$ cat config.mk
export PLATFORM = sky130hd
export DESIGN_NAME = bit_count_ctrl
export DESIGN_NICKNAME = d
export VERILOG_FILES = /design/src/rtl/bit_count_ctrl.sv
export SDC_FILE = /design/constraint.sdc
export NUM_CORES = 1
export LEC_CHECK = 0
export ABC_CLOCK_PERIOD_IN_PS = 4400
export BUFFER_PORTS_ARGS = -buffer_cell sky130_fd_sc_hd__buf_2
export CORE_ASPECT_RATIO = 0.7
export CORE_UTILIZATION = 60
export CTS_BUF_LIST = sky130_fd_sc_hd__clkbuf_8
export DETAILED_ROUTE_END_ITERATION = 6
export GPL_ROUTABILITY_DRIVEN = 0
export PLACE_DENSITY_LB_ADDON = 0.1
export SLEW_MARGIN = 5
export SYNTH_ARGS = -nofsm -noshare
export SYNTH_HDL_FRONTEND = slang
export SYNTH_SLANG_ARGS = --single-unit
$ cat constraint.sdc
create_clock -name clk -period 4.4 [get_ports clk]
set_input_delay 0.88 -clock clk [delete_from_list [all_inputs] [get_ports clk]]
set_output_delay 0.88 -clock clk [all_outputs]
set_load 0.01 [all_outputs]
$ cat src/rtl/bit_count_ctrl.sv
`default_nettype none
// ============================================================================
//  Module      : bit_count_ctrl
//  Description : Key/switch front-end for bit_count: synchronises, debounces,
//                sequences the s/done handshake and holds the last count.
//  Revision    : 1.0 - initial release
// ============================================================================
module bit_count_ctrl #(
    parameter int DB_CYCLES = 4,
    parameter int TIMEOUT   = 32
) (
    input  logic       clk,
    input  logic       reset,
    input  logic       key_start,
    input  logic [7:0] sw_data,
    output logic       s,
    output logic [7:0] data,
    input  logic [3:0] result,
    input  logic       done,
    output logic [3:0] count_out,
    output logic       valid,
    output logic       error,
    output logic       busy,
    output logic [7:0] run_cnt,
    output logic [6:0] hex
);

    localparam int DB_W = $clog2(DB_CYCLES + 1);
    localparam int TM_W = $clog2(TIMEOUT + 1);
    localparam logic [DB_W-1:0] c_DB_LAST = DB_W'(DB_CYCLES - 1);
    localparam logic [TM_W-1:0] c_TM_LAST = TM_W'(TIMEOUT - 1);
    localparam logic [6:0] c_HEX_E    = 7'b0000110;
    localparam logic [6:0] c_HEX_DASH = 7'b0111111;

    typedef enum logic [1:0] {
        ST_IDLE    = 2'd0,
        ST_SETUP   = 2'd1,
        ST_RUN     = 2'd2,
        ST_RELEASE = 2'd3
    } state_t;

    state_t          state_q;
    logic            key_meta_q, key_sync_q;
    logic [7:0]      sw_meta_q, sw_sync_q;
    logic            key_db_q, key_db_d, key_db_dly_q;
    logic [DB_W-1:0] db_cnt_q, db_cnt_d;
    logic [TM_W-1:0] timer_q;
    logic            s_q, valid_q, error_q, busy_q;
    logic [7:0]      data_q, run_cnt_q;
    logic [3:0]      count_q;
    logic            w_start;
    logic [6:0]      w_hex;

    // The stability counter restarts whenever the synchronised key agrees again.
    always_comb begin
        key_db_d = key_db_q;
        db_cnt_d = '0;
        if (key_sync_q != key_db_q) begin
            if (db_cnt_q == c_DB_LAST) begin
                key_db_d = key_sync_q;
            end else begin
                db_cnt_d = db_cnt_q + 1'b1;
            end
        end
    end

    assign w_start = key_db_q & ~key_db_dly_q;

    always_ff @(posedge clk or posedge reset) begin
        if (reset) begin
            key_meta_q   <= 1'b0;
            key_sync_q   <= 1'b0;
            sw_meta_q    <= '0;
            sw_sync_q    <= '0;
            key_db_q     <= 1'b0;
            key_db_dly_q <= 1'b0;
            db_cnt_q     <= '0;
        end else begin
            key_meta_q   <= key_start;
            key_sync_q   <= key_meta_q;
            sw_meta_q    <= sw_data;
            sw_sync_q    <= sw_meta_q;
            key_db_q     <= key_db_d;
            key_db_dly_q <= key_db_q;
            db_cnt_q     <= db_cnt_d;
        end
    end

    always_ff @(posedge clk or posedge reset) begin
        if (reset) begin
            state_q   <= ST_IDLE;
            s_q       <= 1'b0;
            data_q    <= '0;
            count_q   <= '0;
            valid_q   <= 1'b0;
            error_q   <= 1'b0;
            busy_q    <= 1'b0;
            run_cnt_q <= '0;
            timer_q   <= '0;
        end else begin
            case (state_q)
                ST_IDLE: begin
                    data_q <= sw_sync_q;
                    if (w_start) begin
                        state_q <= ST_SETUP;
                        busy_q  <= 1'b1;
                        valid_q <= 1'b0;
                        error_q <= 1'b0;
                    end
                end
                ST_SETUP: begin
                    state_q <= ST_RUN;
                    s_q     <= 1'b1;
                    timer_q <= '0;
                end
                ST_RUN: begin
                    timer_q <= timer_q + 1'b1;
                    // result is only valid while s is high, so capture on first done.
                    if (done) begin
                        count_q   <= result;
                        valid_q   <= 1'b1;
                        run_cnt_q <= run_cnt_q + 8'd1;
                        s_q       <= 1'b0;
                        state_q   <= ST_RELEASE;
                    end else if (timer_q == c_TM_LAST) begin
                        error_q <= 1'b1;
                        valid_q <= 1'b0;
                        s_q     <= 1'b0;
                        state_q <= ST_RELEASE;
                    end
                end
                ST_RELEASE: begin
                    if (!done) begin
                        state_q <= ST_IDLE;
                        busy_q  <= 1'b0;
                    end
                end
                default: state_q <= ST_IDLE;
            endcase
        end
    end

    always_comb begin
        w_hex = c_HEX_DASH;
        if (error_q) begin
            w_hex = c_HEX_E;
        end else if (valid_q) begin
            case (count_q)
                4'd0:    w_hex = 7'b1000000;
                4'd1:    w_hex = 7'b1111001;
                4'd2:    w_hex = 7'b0100100;
                4'd3:    w_hex = 7'b0110000;
                4'd4:    w_hex = 7'b0011001;
                4'd5:    w_hex = 7'b0010010;
                4'd6:    w_hex = 7'b0000010;
                4'd7:    w_hex = 7'b1111000;
                4'd8:    w_hex = 7'b0000000;
                default: w_hex = c_HEX_DASH;
            endcase
        end
    end

    assign s         = s_q;
    assign data      = data_q;
    assign count_out = count_q;
    assign valid     = valid_q;
    assign error     = error_q;
    assign busy      = busy_q;
    assign run_cnt   = run_cnt_q;
    assign hex       = w_hex;

endmodule
`default_nettype wire

==> metrics.txt, run 1 <==
number of vias per cell after detailed routing=5.34; dominant cell by count in the synthesized netlist=sky130_fd_sc_hd__dfrtp_1; Worst-Margin Slew=1.08 ns; number of optimization iterations in the first detailed-route pass=4; part of the total power dissipated in combinational logic=40.0%; portion of synthesized cell area occupied by the leading cell type=60.4%; final-report setup violation count=0; total of hold buffers inserted after clock tree synthesis=0; Worst Setup Slack post-DPL=2.06 ns; number of top-level pins=47; Post-Route WL=4100 um; number of enable flip-flop cells after synthesis=0; crit path setup slack, layout=1.74 ns; Multi-input gate area=836 um2; setup fix buffers added after clock tree synthesis=0; number of gates given a new drive strength after cts=0; post-layout min period=2.66 ns; count of input and output buffers=46; worst vdd ir=380 uV; number of violations of the max-capacitance limit=0; H-tree Lvls=2; largest family of logic cells by synthesized area=simple AND/OR/NAND/NOR gates; Remaining DRCs=0; GRT Util Overall=22.5%; Gate Count Post-Synth=184; result of the run=completed; Final period util=60.5%; antenna fix cells=0; area grow syn2layout=17.1%; Layout Skew=0.00610 ns; fraction of synthesized area in multiplexers=8.30%; fmax=376 MHz; CTS tree=done; vias in the first global route=1371; fraction of the mapped netlist area in simple logic gates=10.7%; register clock-pin slew on the reported worst setup and hold paths=0.09 ns; category of the critical setup timing path=register to output pin; LEAKAGE=1.28 nW; global route overflow=0; net count after synthesis=212; worst hold margin=0.354 ns; Total Neg Setup Slack=0 ns; die outline width=75.6 um; post-synthesis sequential area ratio=60.4%; Nets=261; die boundary height=53.5 um; Max FO, Critical Path=5; top_reg_cell synth=sky130_fd_sc_hd__dfrtp_1; vias post-DR=1517; number of antenna violations at the first check in global routing=0; HP Class=register to register; pin count of the biggest net entering global routing=56; Sequential Power Share=41.9%; final routed wire length divided by cell count=14.4 um; final antenna-violating net count=0; compound-cell area share of the yosys netlist=7.64%; number of CTS-inserted buffers=5; Cell Pwr Density=692 nW/um2; post-synthesis adder-cell area fraction=6.59%; effective utilization at floorplan=63.6%; number of hold violations in the final report=0; WP data required=3.52 ns; Setup crit end kind=output pin; unrepaired setup endpoints after global routing=false; count of cell types in the netlist=35; clock latency on the worst-skew pair=0.30 ns; Total Die Area=4050 um2; fraction of registers with async set/reset=100%; share of layout cells above drive strength 1=30.8%; Sequential Area=1380 um2; Power Internal=1.17 mW; number of clock sinks seen by CTS=55; arrival time worst endpoint=1.78 ns; global-route wire length before repair=6360 um; commonest cells in the synthesized netlist=sky130_fd_sc_hd__dfrtp_1 (55), sky130_fd_sc_hd__mux2_2 (14), sky130_fd_sc_hd__ha_1 (12), sky130_fd_sc_hd__inv_1 (12), sky130_fd_sc_hd__nand2_1 (12); clock share of power=18.0%; relative slew slack=28.0%; Core ar.=3580 um2; Std-Cell Rows=18; NetSw=0.672 mW; count of yosys warnings during synthesis=0; detailed-placement wirelength estimate=3010 um; most area-hungry cell type in the Yosys netlist=sky130_fd_sc_hd__dfrtp_1; Iteration-0 DRC Markers=66; fill count=232; sort of element at the start of the critical path=register; Final Slew Violations=0; clock buffer depth=2; switching share of power=36.4%; largest cells by area after synthesis=sky130_fd_sc_hd__dfrtp_1 (60%), sky130_fd_sc_hd__mux2_2 (6.9%), sky130_fd_sc_hd__ha_1 (6.6%); flop and latch count out of synthesis=55; CTS Root Buffer Type=sky130_fd_sc_hd__clkbuf_8; parity-gate share of the synthesized area counting xor and xnor cells=3.46%; Syn Area/Cell=12.4 um2; Mapped Area=2280 um2
==> final cells by class <==
class,count,area share [%]
well taps,50,2.35
repair buffers,46,8.63
flip-flops and latches,55,51.6
inverters,12,1.69
clock inverters,2,1.31
clock buffers,6,3.10
multi-input cells,113,31.3
==> through the flow <==
stage          area (um2)  total power, mW  util, %  cells
2_1_floorplan        2280             1.27        -    184
3_3_place_gp         2550             1.46     71.2    276
3_5_place_dp         2550             1.53     71.2    276
4_1_cts              2670             1.87     74.5    284
5_1_grt              2670             2.00     74.5    284
6_report             2670             1.85     74.5    284
==> power groups by stage <==
stage / clock network [mW] / registers, mW / logic (mW)
floorplan: 0 / 0.791 / 0.478
global placement: 0 / 0.762 / 0.697
detailed placement: 0 / 0.785 / 0.747
CTS: 0.343 / 0.775 / 0.750
global route: 0.366 / 0.796 / 0.838
finish: 0.333 / 0.774 / 0.739
==> state kept, by name, summed over array words and instances, names as in the netlist <==
register / count
busy: 1
count_out: 4
data: 8
db_cnt_q: 3
error: 1
key_db_dly_q: 1
key_db_q: 1
key_meta_q: 1
key_sync_q: 1
run_cnt: 8
s: 1
state_q: 2
sw_meta_q: 8
sw_sync_q: 8
timer_q: 6
valid: 1
==> logic make-up after synthesis <==
| logic type | after synthesis |
|---|---|
| xor gates and xnor gates | 9 |
| buffers and inverters | 16 |
| DFF | 55 |
| adders and majority gates | 12 |
| AOI/OAI and AO/OA | 29 |
| muxes | 17 |
| and+or+nand+nor | 46 |
==> cells in the final DEF, fill, tap and decap left out, types with 2 or more instances in the layout <==
cell,synthesis,layout
sky130_fd_sc_hd__clkbuf_8,0,6
sky130_fd_sc_hd__xnor2_1,7,7
sky130_fd_sc_hd__nand4_1,2,2
sky130_fd_sc_hd__o21ai_0,10,10
sky130_fd_sc_hd__a21o_1,2,2
sky130_fd_sc_hd__nor3b_1,2,2
sky130_fd_sc_hd__mux2_2,14,14
sky130_fd_sc_hd__mux2i_1,2,2
sky130_fd_sc_hd__nor2b_1,7,7
sky130_fd_sc_hd__nand2b_1,3,3
sky130_fd_sc_hd__a31oi_1,3,3
sky130_fd_sc_hd__nand2_1,12,12
sky130_fd_sc_hd__nor3_1,2,2
sky130_fd_sc_hd__nand3_1,6,6
sky130_fd_sc_hd__nor2_1,5,5
sky130_fd_sc_hd__dfrtp_1,55,55
sky130_fd_sc_hd__and3_1,2,2
sky130_fd_sc_hd__a21oi_1,8,8
sky130_fd_sc_hd__ha_1,12,12
sky130_fd_sc_hd__xor2_1,2,2
sky130_fd_sc_hd__inv_1,12,11
sky130_fd_sc_hd__buf_2,1,46
==> worst max-delay path, stage by stage (launching register included) <==
cell and delay [ns]:
sky130_fd_sc_hd__dfrtp_1 0.42, sky130_fd_sc_hd__inv_1 0.11, sky130_fd_sc_hd__ha_1 0.24, sky130_fd_sc_hd__nor2b_1 0.14
sky130_fd_sc_hd__nand2b_1 0.17, sky130_fd_sc_hd__a21o_1 0.22, sky130_fd_sc_hd__nand2_1 0.06, sky130_fd_sc_hd__buf_2 0.12
==> worst paths after layout <==
kind	startpoint	cells past startpoint	slack, ns	to
worst max-delay path	count_out[0]$_DFFE_PP0P_	7	1.74	hex[5]
worst min-delay path	sw_meta_q[5]$_DFF_PP0_	0	0.35	sw_sync_q[5]$_DFF_PP0_
worst max register to register	state_q[0]$_DFFE_PP0P_	5	2.47	state_q[1]$_DFFE_PP0P_
worst min register to register	sw_meta_q[5]$_DFF_PP0_	0	0.35	sw_sync_q[5]$_DFF_PP0_
max in group asynchronous	reset	2	2.90	run_cnt[7]$_DFFE_PP0P_
min in group asynchronous	reset	2	0.85	sw_meta_q[3]$_DFF_PP0_
==> metal layers <==
| layer | share of wire [%] | global-route usage (%) |
|---|---|---|
| met5 | 0 | 0 |
| met4 | 1.4 | 9.57 |
| met3 | 4.0 | 6.18 |
| met2 | 51 | 37.2 |
| met1 | 44 | 28.5 |
Power figures use the tool's default switching activity.
==> run 2: changes to the inputs <==
--- a/config.mk
+++ b/config.mk
@@ -5,10 +5,10 @@
 export SDC_FILE = /design/constraint.sdc
 export NUM_CORES = 1
 export LEC_CHECK = 0
-export ABC_CLOCK_PERIOD_IN_PS = 4400
+export ABC_CLOCK_PERIOD_IN_PS = 2200
 export BUFFER_PORTS_ARGS = -buffer_cell sky130_fd_sc_hd__buf_2
 export CORE_ASPECT_RATIO = 0.7
-export CORE_UTILIZATION = 60
+export CORE_UTILIZATION = 51
 export CTS_BUF_LIST = sky130_fd_sc_hd__clkbuf_8
 export DETAILED_ROUTE_END_ITERATION = 6
 export GPL_ROUTABILITY_DRIVEN = 0
==> constraint.sdc (replaced) <==
create_clock -name clk -period 2.2 [get_ports clk]
set_input_delay 0.44 -clock clk [delete_from_list [all_inputs] [get_ports clk]]
set_output_delay 0.44 -clock clk [all_outputs]
set_load 0.01 [all_outputs]
==> metrics.txt, run 2 (synthesis results as in run 1) <==
antenna fix cells=0; switching share of power=36.2%; GRT Util Overall=18.7%; Total Die Area=4740 um2; vias in the first global route=1446; fin area=2730 um2; NetSw=1.36 mW; Power Internal=2.40 mW; clock latency on the worst-skew pair=0.31 ns; vias post-DR=1504; Post-Route WL=3960 um; fmax=476 MHz; die outline width=81.9 um; Cell Pwr Density=1380 nW/um2; effective utilization at floorplan=55.7%; number of hold violations in the final report=0; Core ar.=4090 um2; Setup crit end kind=output pin; total of hold buffers inserted after clock tree synthesis=0; number of top-level pins=47; Sequential Power Share=40.5%; number of clock sinks seen by CTS=55; Nets=267; Final period util=95.4%; CTS Root Buffer Type=sky130_fd_sc_hd__clkbuf_8; leading cell type in the layout, fill and taps excluded=sky130_fd_sc_hd__dfrtp_1; HP Class=primary input to asynchronous set/reset pin; share of layout cells above drive strength 1=32.9%; post-layout min period=2.10 ns; LEAKAGE=1.32 nW; final-report setup violation count=0; Post-Place Cells=282; Final Slew Violations=0; WP data required=1.76 ns; Layout Skew=0.00264 ns; clock share of power=18.5%; final routed wire length divided by cell count=13.6 um; worst vdd ir=831 uV; setup slack of the most critical reg-to-reg path=0.42 ns; CTS tree=done; arrival time worst endpoint=1.66 ns; die boundary height=57.9 um; Max FO, Critical Path=4; relative slew slack=66.2%; result of the run=completed; global route overflow=0; category of the critical setup timing path=register to output pin; count of input and output buffers=46; register clock-pin slew on the reported worst setup and hold paths=0.09 ns; sort of element at the start of the critical path=register; pin count of the biggest net entering global routing=33; clock buffer depth=2; final antenna-violating net count=0; number of CTS-inserted buffers=5; total power=3.77 mW; final core occ=66.9%; Std-Cell Rows=19; placed cell area=2590 um2; number of optimization iterations in the first detailed-route pass=4; number of violations of the max-capacitance limit=0; part of the total power dissipated in combinational logic=41.0%; H-tree Lvls=2; most frequent cells in the layout=sky130_fd_sc_hd__dfrtp_1 (55), sky130_fd_sc_hd__buf_2 (46), sky130_fd_sc_hd__mux2_2 (14); unrepaired setup endpoints after global routing=false; Iteration-0 DRC Markers=69; number of antenna violations at the first check in global routing=0; global-route wire length before repair=6420 um; area grow syn2layout=20.1%; detailed-placement wirelength estimate=2940 um; number of vias per cell after detailed routing=5.15; Total Neg Setup Slack=0 ns; Worst-Margin Slew=0.507 ns; Remaining DRCs=0; number of standard cells in the final layout excluding fillers=292
[run 2: what timing repair did]
action                                 CTS  global route
endpoints found under the hold margin    0             0
resized for setup                        0             1
setup endpoints to repair                3             2
setup buffers                            2             0
[run 2: path summary, 6_finish.rpt]
| kind | from | to | depth (start not counted) |
|---|---|---|---|
| max | count_out[0]$_DFFE_PP0P_ | hex[3] | 7 |
| min | reset | sw_sync_q[4]$_DFF_PP0_ | 2 |
| max reg2reg | state_q[0]$_DFFE_PP0P_ | state_q[1]$_DFFE_PP0P_ | 5 |
| min reg2reg | sw_meta_q[7]$_DFF_PP0_ | sw_sync_q[7]$_DFF_PP0_ | 0 |
| max in group asynchronous | reset | run_cnt[6]$_DFFE_PP0P_ | 3 |
| min in group clk | sw_data[3] | sw_meta_q[3]$_DFF_PP0_ | 1 |
[run 2: routing by layer]
metal  track usage, %  vias to the layer above  share of wire, %  wire length, um
li1                 -                      733                 -                -
met1             24.2                      721                48             1900
met2             28.9                       46                44             1760
met3             6.61                        4               6.1              242
met4             7.52                        0               1.4               57
met5                0                        -                 0                0
[run 2: stage by stage]
stage / setup WS [ns] / hold slack (ns)
after floorplan: 0.417 / 0.331
after global placement: 0.404 / 0.333
after detailed placement: 0.311 / 0.335
after CTS: 0.0669 / 0.160
after global routing: 0.0173 / 0.177
final: 0.101 / 0.151
[run 2: final cells by class]
type | count | area, um2
Sequential cell | 55 | 1380
Fill cell | 305 | 1360
Multi-Input combinational cell | 113 | 838
Timing Repair Buffer | 52 | 288
Clock buffer | 6 | 82.6
Tap cell | 52 | 65.1
Inverter | 12 | 45.0
Clock inverter | 2 | 38.8
[run 2: power groups by stage]
stage | Combinational (mW) | Clock (mW) | Sequential [mW]
after floorplan | 0.956 | 0 | 1.58
after global placement | 1.44 | 0 | 1.52
after detailed placement | 1.51 | 0 | 1.56
after CTS | 1.56 | 0.711 | 1.52
after global routing | 1.73 | 0.759 | 1.57
final | 1.54 | 0.698 | 1.52
[run 2: worst max-delay path: stages (launching register included)]
cell and delay, ns:
sky130_fd_sc_hd__dfrtp_1 0.39, sky130_fd_sc_hd__inv_1 0.12, sky130_fd_sc_hd__ha_2 0.20, sky130_fd_sc_hd__nor2b_1 0.15, sky130_fd_sc_hd__nand2b_1 0.14, sky130_fd_sc_hd__a21o_1 0.15, sky130_fd_sc_hd__nand2_1 0.06, sky130_fd_sc_hd__buf_2 0.14
==> run 3: changes to the inputs <==
--- a/config.mk
+++ b/config.mk
@@ -5,7 +5,7 @@
 export SDC_FILE = /design/constraint.sdc
 export NUM_CORES = 1
 export LEC_CHECK = 0
-export ABC_CLOCK_PERIOD_IN_PS = 2200
+export ABC_CLOCK_PERIOD_IN_PS = 1910
 export BUFFER_PORTS_ARGS = -buffer_cell sky130_fd_sc_hd__buf_2
 export CORE_ASPECT_RATIO = 0.7
 export CORE_UTILIZATION = 51
==> constraint.sdc (replaced) <==
create_clock -name clk -period 1.91 [get_ports clk]
set_input_delay 0.382 -clock clk [delete_from_list [all_inputs] [get_ports clk]]
set_output_delay 0.382 -clock clk [all_outputs]
set_load 0.01 [all_outputs]
==> metrics.txt, run 3 (synthesis results as in run 1) <==
result of the run=complete, but fails checks; violations in the final reports=setup timing; number of optimization iterations in the first detailed-route pass=5; number of CTS-inserted buffers=5; effective utilization at floorplan=55.7%; Worst-Margin Slew=0.410 ns; count of input and output buffers=46; post-layout min period=1.93 ns; Total Neg Setup Slack=-0.0387 ns; number of vias per cell after detailed routing=5.18; Nets=269; CTS tree=done; Core ar.=4090 um2; Final period util=101%; clock buffer depth=2; cell family with most CP delay=flip-flops; worst path cell trace=inv_2 > ha_4 > nor2b_4 > nand2b_4 > a21o_1 > nand2_1 > buf_2; Layout Skew=0.00941 ns; final antenna-violating net count=0; Multi-input gate area=866 um2; WP data required=1.53 ns; number of clock sinks seen by CTS=55; setup slack of the most critical reg-to-reg path=0.18 ns; register clock-pin slew on the reported worst setup and hold paths=0.09 ns; worst vdd ir=987 uV; Sequential Area=1380 um2; clock latency on the worst-skew pair=0.30 ns; number of violations of the max-capacitance limit=0; Iteration-0 DRC Markers=87; vias post-DR=1522; startpoint of the most critical register-to-register path=state_q[0]$_DFFE_PP0P_; Max FO, Critical Path=3; combined buffer and inverter count along the critical path=2; crit path setup slack, layout=-0.0176 ns; antenna fix cells=0; LEAKAGE=1.32 nW; Max stage delay cell, worst path=sky130_fd_sc_hd__dfrtp_1; relative slew slack=72.7%; unrepaired setup endpoints after global routing=true; Final Slew Violations=0; CTS Root Buffer Type=sky130_fd_sc_hd__clkbuf_8; area grow syn2layout=20.3%; GRT Util Overall=18.5%; arrival time worst endpoint=1.55 ns; number of top-level pins=47; number of hold violations in the final report=0; Post-Route WL=4120 um; die boundary height=57.9 um; global route overflow=0; Worst Setup Slack post-DPL=0.0786 ns; number of antenna violations at the first check in global routing=0; fmax=519 MHz; die outline width=81.9 um; most frequent cells in the layout=sky130_fd_sc_hd__dfrtp_1 (55), sky130_fd_sc_hd__buf_2 (46), sky130_fd_sc_hd__mux2_2 (14); share of layout cells above drive strength 1=35.1%; pin count of the biggest net entering global routing=56; HP Class=primary input to asynchronous set/reset pin; sort of element at the start of the critical path=register; logic depth of the worst register-to-register path=7; Cell Pwr Density=1560 nW/um2; Critical R2R Capture=run_cnt[5]$_DFFE_PP0P_; leading cell type in the layout, fill and taps excluded=sky130_fd_sc_hd__dfrtp_1; final routed wire length divided by cell count=14.0 um; Remaining DRCs=0; H-tree Lvls=2; final-report setup violation count=4; Total Die Area=4740 um2; fill count=311; vias in the first global route=1396; maximum single-stage delay on the critical path=0.37 ns; global-route wire length before repair=6440 um; Std-Cell Rows=19; category of the critical setup timing path=register to output pin; detailed-placement wirelength estimate=2930 um; Setup crit end kind=output pin
## run 3: power by group
part / internal, mW / switching, mW / total [mW]
registers: 1.48 / 0.290 / 1.77
clock network: 0.252 / 0.349 / 0.601
logic: 0.926 / 0.968 / 1.89
## run 3: how the worst max path moves through the flow
stage,startpoint,endpoint,slack (ns),cells after the start
2_1_floorplan,reset,busy$_DFFE_PP0P_,0.19,1
3_3_place_gp,count_out[0]$_DFFE_PP0P_,hex[3],0.17,7
3_5_place_dp,count_out[0]$_DFFE_PP0P_,hex[4],0.08,7
4_1_cts,count_out[1]$_DFFE_PP0P_,hex[4],-0.006,7
5_1_grt,count_out[0]$_DFFE_PP0P_,hex[4],-0.10,7
6_report,count_out[1]$_DFFE_PP0P_,hex[4],-0.02,7
## run 3: timing repair
item / 4_1_cts / 5_1_grt
setup buffers: 3 / 0
pin swaps: 4 / 1
hold buffers: 0 / 0
gates resized for setup: 8 / 1
endpoints found under the setup margin: 6 / 6
## run 3: tightest hold or removal path, delay by kind of cell
kind / cells / cell delay, ns
buf+inv: 3 / 0.43
## run 3: area by class of cell
type,instances,area share (%)
repair buffers,54,11.1
inverters,12,1.64
clock inverters,3,0.594
clock buffers,5,2.51
well taps,52,2.37
flip-flops and latches,55,50.2
multi-input cells,113,31.6
## run 3: per-layer routing
| metal | GRT usage [%] | part of all wire (%) | vias up |
|---|---|---|---|
| li1 | - | - | 740 |
| met4 | 6.52 | 0.70 | 0 |
| met5 | 0 | 0 | - |
| met2 | 27.3 | 45 | 34 |
| met3 | 5.04 | 4.9 | 4 |
| met1 | 26.4 | 50 | 744 |
## run 3: stage by stage
step | area (um2) | utilization [%] | hold WS (ns) | instances | total power [mW]
floorplan | 2280 | - | 0.331 | 184 | 2.92
global placement | 2600 | 63.6 | 0.332 | 283 | 3.45
detailed placement | 2600 | 63.6 | 0.336 | 283 | 3.56
CTS | 2740 | 67.0 | 0.128 | 294 | 4.29
global route | 2740 | 67.0 | 0.135 | 294 | 4.60
finish | 2740 | 67.0 | 0.119 | 294 | 4.27
